[config.mk]
export PLATFORM = sky130hd
export DESIGN_NAME = uart_tx
export DESIGN_NICKNAME = d
export VERILOG_FILES = /design/src/rtl/uart_tx.sv
export SDC_FILE = /design/constraint.sdc
export NUM_CORES = 1
export LEC_CHECK = 0
export ABC_CLOCK_PERIOD_IN_PS = 3900
export CORE_MARGIN = 2
export CORE_UTILIZATION = 40
export CTS_CLUSTER_DIAMETER = 100
export DETAILED_ROUTE_END_ITERATION = 10
export PLACE_DENSITY = 0.82
export SETUP_SLACK_MARGIN = 0.1
export SLEW_MARGIN = 20
export SYNTH_ARGS = -nofsm -noshare
export SYNTH_HDL_FRONTEND = slang
export SYNTH_SLANG_ARGS = --single-unit
export TNS_END_PERCENT = 1
[constraint.sdc]
create_clock -name clk -period 3.9 [get_ports clk]
set_input_delay 0.78 -clock clk [delete_from_list [all_inputs] [get_ports clk]]
set_output_delay 0.78 -clock clk [all_outputs]
set_load 0.02 [all_outputs]
[src/rtl/uart_tx.sv]
// uart_tx: memory-mapped 8N1 UART transmitter.
//   A small TX FIFO takes CPU byte writes. A baud-rate serializer drains the
//   FIFO onto a registered serial line.
// Ports:
//   clk, reset            - system clock, async active-high reset
//   ip_data_addr[31:0]    - bit 31 device select, [3:2] register index
//   ip_data_wr            - write strobe
//   ip_data_mask[3:0]     - byte-lane enables (lane 0 only)
//   ip_data_from_proc     - write data
//   ip_data_rd            - read strobe
//   op_data_valid         - read data valid (combinational)
//   op_data_from_dev      - read data (combinational)
//   op_tx                 - serial output, idles high
// Register map: 0 TXDATA (wo), 1 STATUS {count[12:8], overflow[2], idle[1], ready[0]}
module uart_tx #(
  parameter int unsigned CLKS_PER_BIT = 16,
  parameter int unsigned FIFO_DEPTH   = 4
) (
  input  logic        clk,
  input  logic        reset,
  input  logic [31:0] ip_data_addr,
  input  logic        ip_data_wr,
  input  logic [3:0]  ip_data_mask,
  input  logic [31:0] ip_data_from_proc,
  input  logic        ip_data_rd,
  output logic        op_data_valid,
  output logic [31:0] op_data_from_dev,
  output logic        op_tx
);

  localparam int unsigned PW = $clog2(FIFO_DEPTH);
  localparam int unsigned CW = PW + 1;
  localparam int unsigned BW = $clog2(CLKS_PER_BIT);

  localparam logic [1:0] REG_TXDATA = 2'd0;
  localparam logic [1:0] REG_STATUS = 2'd1;

  typedef enum logic [1:0] {
    ST_IDLE,
    ST_START,
    ST_DATA,
    ST_STOP
  } state_e;

  state_e          state_q, state_d;
  logic [BW-1:0]   baud_q, baud_d;
  logic [2:0]      bit_idx_q, bit_idx_d;
  logic [7:0]      shift_q, shift_d;
  logic            tx_q, tx_d;
  logic            ovf_q, ovf_d;
  logic [PW-1:0]   wr_ptr_q, wr_ptr_d;
  logic [PW-1:0]   rd_ptr_q, rd_ptr_d;
  logic [CW-1:0]   count_q, count_d;
  logic [7:0]      mem_q [FIFO_DEPTH];
  logic [7:0]      mem_d [FIFO_DEPTH];

  logic            sel;
  logic [1:0]      reg_idx;
  logic            wr_txdata;
  logic            wr_status;
  logic            fifo_full;
  logic            fifo_empty;
  logic            push;
  logic            pop;
  logic            tx_ready;
  logic            tx_idle;
  logic [31:0]     status;

  // Address decode and FIFO flags, judged on pre-edge state
  assign sel        = ip_data_addr[31];
  assign reg_idx    = ip_data_addr[3:2];
  assign wr_txdata  = ip_data_wr & sel & (reg_idx == REG_TXDATA) & ip_data_mask[0];
  assign wr_status  = ip_data_wr & sel & (reg_idx == REG_STATUS);
  assign fifo_full  = (count_q == CW'(FIFO_DEPTH));
  assign fifo_empty = (count_q == '0);
  assign push       = wr_txdata & ~fifo_full;
  assign tx_ready   = (count_q < CW'(FIFO_DEPTH));
  assign tx_idle    = fifo_empty & (state_q == ST_IDLE);
  assign status     = {19'd0, 5'(count_q), 5'd0, ovf_q, tx_idle, tx_ready};

  // Bus read path
  assign op_data_valid    = ip_data_rd & sel;
  assign op_data_from_dev = (op_data_valid && (reg_idx == REG_STATUS)) ? status : 32'd0;
  assign op_tx            = tx_q;

  // Next-state: serializer, FIFO, overflow flag and line level
  always_comb begin
    state_d   = state_q;
    baud_d    = baud_q;
    bit_idx_d = bit_idx_q;
    shift_d   = shift_q;
    ovf_d     = ovf_q;
    wr_ptr_d  = wr_ptr_q;
    rd_ptr_d  = rd_ptr_q;
    count_d   = count_q;
    mem_d     = mem_q;
    pop       = 1'b0;
    tx_d      = 1'b1;

    // A full-FIFO write is dropped even if a pop frees a slot on the same edge
    if (wr_txdata && fifo_full) begin
      ovf_d = 1'b1;
    end else if (wr_status && ip_data_from_proc[2]) begin
      ovf_d = 1'b0;
    end

    unique case (state_q)
      ST_IDLE: begin
        if (!fifo_empty) begin
          pop     = 1'b1;
          shift_d = mem_q[rd_ptr_q];
          baud_d  = BW'(CLKS_PER_BIT - 1);
          state_d = ST_START;
        end
      end
      ST_START: begin
        if (baud_q == '0) begin
          baud_d    = BW'(CLKS_PER_BIT - 1);
          bit_idx_d = 3'd0;
          state_d   = ST_DATA;
        end else begin
          baud_d = baud_q - BW'(1);
        end
      end
      ST_DATA: begin
        if (baud_q == '0) begin
          baud_d    = BW'(CLKS_PER_BIT - 1);
          shift_d   = {1'b0, shift_q[7:1]};
          bit_idx_d = bit_idx_q + 3'd1;
          if (bit_idx_q == 3'd7) begin
            state_d = ST_STOP;
          end
        end else begin
          baud_d = baud_q - BW'(1);
        end
      end
      ST_STOP: begin
        if (baud_q == '0) begin
          // Chain straight into the next frame when bytes are waiting
          if (!fifo_empty) begin
            pop     = 1'b1;
            shift_d = mem_q[rd_ptr_q];
            baud_d  = BW'(CLKS_PER_BIT - 1);
            state_d = ST_START;
          end else begin
            state_d = ST_IDLE;
          end
        end else begin
          baud_d = baud_q - BW'(1);
        end
      end
      default: state_d = ST_IDLE;
    endcase

    if (push) begin
      mem_d[wr_ptr_q] = ip_data_from_proc[7:0];
      wr_ptr_d        = wr_ptr_q + PW'(1);
    end
    if (pop) begin
      rd_ptr_d = rd_ptr_q + PW'(1);
    end
    unique case ({push, pop})
      2'b10:   count_d = count_q + CW'(1);
      2'b01:   count_d = count_q - CW'(1);
      default: count_d = count_q;
    endcase

    // Line level follows the state being entered so op_tx stays registered
    unique case (state_d)
      ST_START: tx_d = 1'b0;
      ST_DATA:  tx_d = shift_d[0];
      default:  tx_d = 1'b1;
    endcase
  end

  // State register
  always_ff @(posedge clk or posedge reset) begin
    if (reset) begin
      state_q   <= ST_IDLE;
      baud_q    <= '0;
      bit_idx_q <= '0;
      shift_q   <= '0;
      tx_q      <= 1'b1;
      ovf_q     <= 1'b0;
      wr_ptr_q  <= '0;
      rd_ptr_q  <= '0;
      count_q   <= '0;
      for (int i = 0; i < int'(FIFO_DEPTH); i++) begin
        mem_q[i] <= '0;
      end
    end else begin
      state_q   <= state_d;
      baud_q    <= baud_d;
      bit_idx_q <= bit_idx_d;
      shift_q   <= shift_d;
      tx_q      <= tx_d;
      ovf_q     <= ovf_d;
      wr_ptr_q  <= wr_ptr_d;
      rd_ptr_q  <= rd_ptr_d;
      count_q   <= count_d;
      mem_q     <= mem_d;
    end
  end

  // Address, lane and data bits the register map does not use
  logic unused_bits;
  assign unused_bits = ^{ip_data_addr[30:4], ip_data_addr[1:0],
                         ip_data_mask[3:1], ip_data_from_proc[31:8]};

endmodule

==> results.cfg <==
[critical_path]
rr_endpoint = count_q[2]
crit_path_end_kind = output pin
worst-path-max-fanout = 6
crit_type = in2out
reg2reg_depth = 11
rrSetupSlack_ps = 960
crit_arrival_ps = 2500
cp-start-kind = input pin
critPathRequiredTime_ps = 3120
r2r-start = baud_q[0]

[clock_tree]
htree_levels = 3
cts-root-buf = clkbuf_8
clock_latency_ps = 340
postCtsHoldBufs = 0
clock_sinks = 58
clk_path_buf_depth = 2
postCtsSetupRepairBufs = 0
cts_resized = 0
tritoncts = yes
cts_buffers = 9
clk_pin_slew_ps = 70

[worst_hold_path]
hold_start = mem_q[15]
hold_class = reg2reg
holdPathEnd = mem_q[15]
hold_depth = 1

[power]
power-per-cell-area_nw_per_um2 = 705
seq_power_share = 0.393
internal_power_w = 0.00170
leakagePower_nw = 1.74
vdd_ir_drop_max_mv = 0.372
power_switching_share = 0.348
power_frac_comb = 0.350
clkPwrFrac = 0.257
power_switching_w = 0.000910

[place]
dp_hpwl_um = 4090
dp.cells = 392
gp_congestion = 0.779
port_buffers = 23
dp_slack_ps = 607

[job]
max_cap_viol_count = 0

[route]
drt-initial-drc-count = 151
vias = 2126
vias_per_cell = 5.21
drtPass1Iterations = 4
drc = 0
routed_wl_um = 5850
ant_nets = 0
routedWlPerCell_um = 14.3

[logic_synthesis]
synth.avg_cell_area_um2 = 11.6
synth.cell_area_um2 = 3270
yosys.area.top_type = dfrtp_1
synth_seq_cells = 58
synth_edf_count = 0
ys_warn_count = 0
yosys.area.top_type_share = 0.436
synth.distinct_cells = 49
syn_inst = 281
yosysSeqAreaShare = 0.444
ys_top_cells_by_area = dfrtp_1 44%, mux2_2 6.9%, buf_4 6.0%, mux4_2 5.5%, ha_1 5.0%
synthArstFlopShare = 1.00
synthFlopType = dfrtp_1

[die]
initial_core_util = 0.419
rows = 32
dieArea_um2 = 8910
die_w_um = 94.4
coreArea_um2 = 7810
die_height_um = 94.4
pin_count = 106

[grt]
gr-total-overflow = 0
grt_max_degree = 40
grt_pass1_vias = 2144
antenna_found_initial = 0
grt.total_usage = 0.151
grt_pass1_wl_um = 10300

[sta]
post-route-min-period_ps = 3280
worst_slew_pin_slew_ps = 622
timing.final.ws_setup_ps = 619
fin_skew_ps = 7.41
setup_tns_ps = 0
hold_violations = 0
worst_hold_slack_ps = 487
rsz0062_at_grt = false
finalCritPeriodShare = 0.841
fmax_mhz = 305
relSlewSlack = 0.586
drv_slew = 0
setup_viol = 0

[layout]
n_fill_cell = 693
nNetsFinal = 387
antenna_cells = 0
area_growth_pct = 13.4
finalNonFillerCells = 408
multi_input_area_um2 = 1600
regArea_um2 = 1450
drive_gt1_frac = 0.180

[run_status]
outcome = completed
[power by group through the flow]
| stage | logic [W] | clock network, W | registers, W |
|---|---|---|---|
| 2_1_floorplan | 0.000826 | 0 | 0.000935 |
| 3_3_place_gp | 0.000871 | 0 | 0.00102 |
| 3_5_place_dp | 0.000915 | 0 | 0.00103 |
| 4_1_cts | 0.000920 | 0.000689 | 0.00103 |
| 5_1_grt | 0.00103 | 0.000716 | 0.00106 |
| 6_report | 0.000916 | 0.000671 | 0.00103 |
[per-stage QoR]
stage	instance area [µm²]	util	total power [W]
global route	3700	0.475	0.00281
CTS	3700	0.475	0.00263
floorplan	3360	-	0.00176
global placement	3460	0.444	0.00189
detailed placement	3460	0.444	0.00195
finish	3700	0.475	0.00261
[critical path, cell delays in order]
cell             delay [ps]
clkdlybuf4s50_1         510
nor2b_1                 280
and2_1                  180
and3_1                  160
clkdlybuf4s50_1         600
[placed cells by master (no fill, tap or decap), drive strengths merged, types with 2 or more instances in the layout]
master and count:
a211oi 2, a21oi 8, a22o 8, a22oi 2, a32o 2, and2 7
and3 6, bufinv 3, clkbuf 9, clkdlybuf4s50 23, clkinv 4, conb 26
dfrtp 57, ha 13, inv 13, mux2 33, mux2i 7, mux4 8
nand2 12, nand2b 2, nor2 11, nor2b 3, nor3 3, o21ai 16
o31ai 3, or3 2, xnor2 3, xor2 4
[worst max path at each step]
stage	to	cells past startpoint	from	slack [ps]
3_5_place_dp	op_data_from_dev[1]	5	ip_data_addr[2]	610
5_1_grt	op_data_from_dev[1]	5	ip_data_addr[2]	490
4_1_cts	op_data_from_dev[1]	5	ip_data_addr[2]	600
2_1_floorplan	count_q[2]	11	baud_q[0]	1350
6_report	op_data_from_dev[1]	5	ip_data_addr[2]	620
3_3_place_gp	op_data_from_dev[1]	5	ip_data_addr[2]	620
[synthesized netlist by cell type, drive strengths merged, types with 2 or more instances]
library cell,instances
nor2b,3
and3,6
buf,34
a22oi,2
mux4,8
clkbuf,6
xnor2,3
or3,2
nand2b,2
inv,13
o21ai,16
a22o,8
xor2,4
nor2,11
a32o,2
mux2i,7
o31ai,3
ha,13
nor3,3
mux2,33
a211oi,2
a21oi,8
dfrtp,57
nand2,12
and2,7
[state kept, by name, indices dropped and copies added (netlist names)]
signal / cells
mem_q: 32
shift_q: 8
baud_q: 4
bit_idx_q: 3
count_q: 3
rd_ptr_q: 2
state_q: 2
wr_ptr_q: 2
op_tx: 1
ovf_q: 1
[cell type report]
cell class                 count  area share
clock buffer                   9      0.0334
clock inverter                 7      0.0317
inverter                      13      0.0132
multi-input combinational    195       0.431
sequential                    58       0.392
tap                          102      0.0344
timing repair buffer          24      0.0642
[cell families (layout without fill, tap and decap cells)]
| kind of cell | count (synthesis) | count (layout) | synth area share |
|---|---|---|---|
| xor+xnor | 7 | 7 | 0.0188 |
| compound gates | 49 | 49 | 0.107 |
| flops | 58 | 58 | 0.444 |
| simple gates | 51 | 51 | 0.0869 |
| buf+inv | 53 | 53 | 0.0957 |
| mux | 48 | 48 | 0.190 |
| fa+ha+maj | 14 | 14 | 0.0559 |
| other cells | 1 | 26 | 0.00115 |
[metal layers]
metal	global-route usage	up-vias	share of wire
li1	-	987	-
met1	0.189	1074	0.44
met2	0.249	57	0.51
met3	0.0367	8	0.036
met4	0.0640	0	0.015
met5	0	-	0
(Power assumes the default switching activity.)
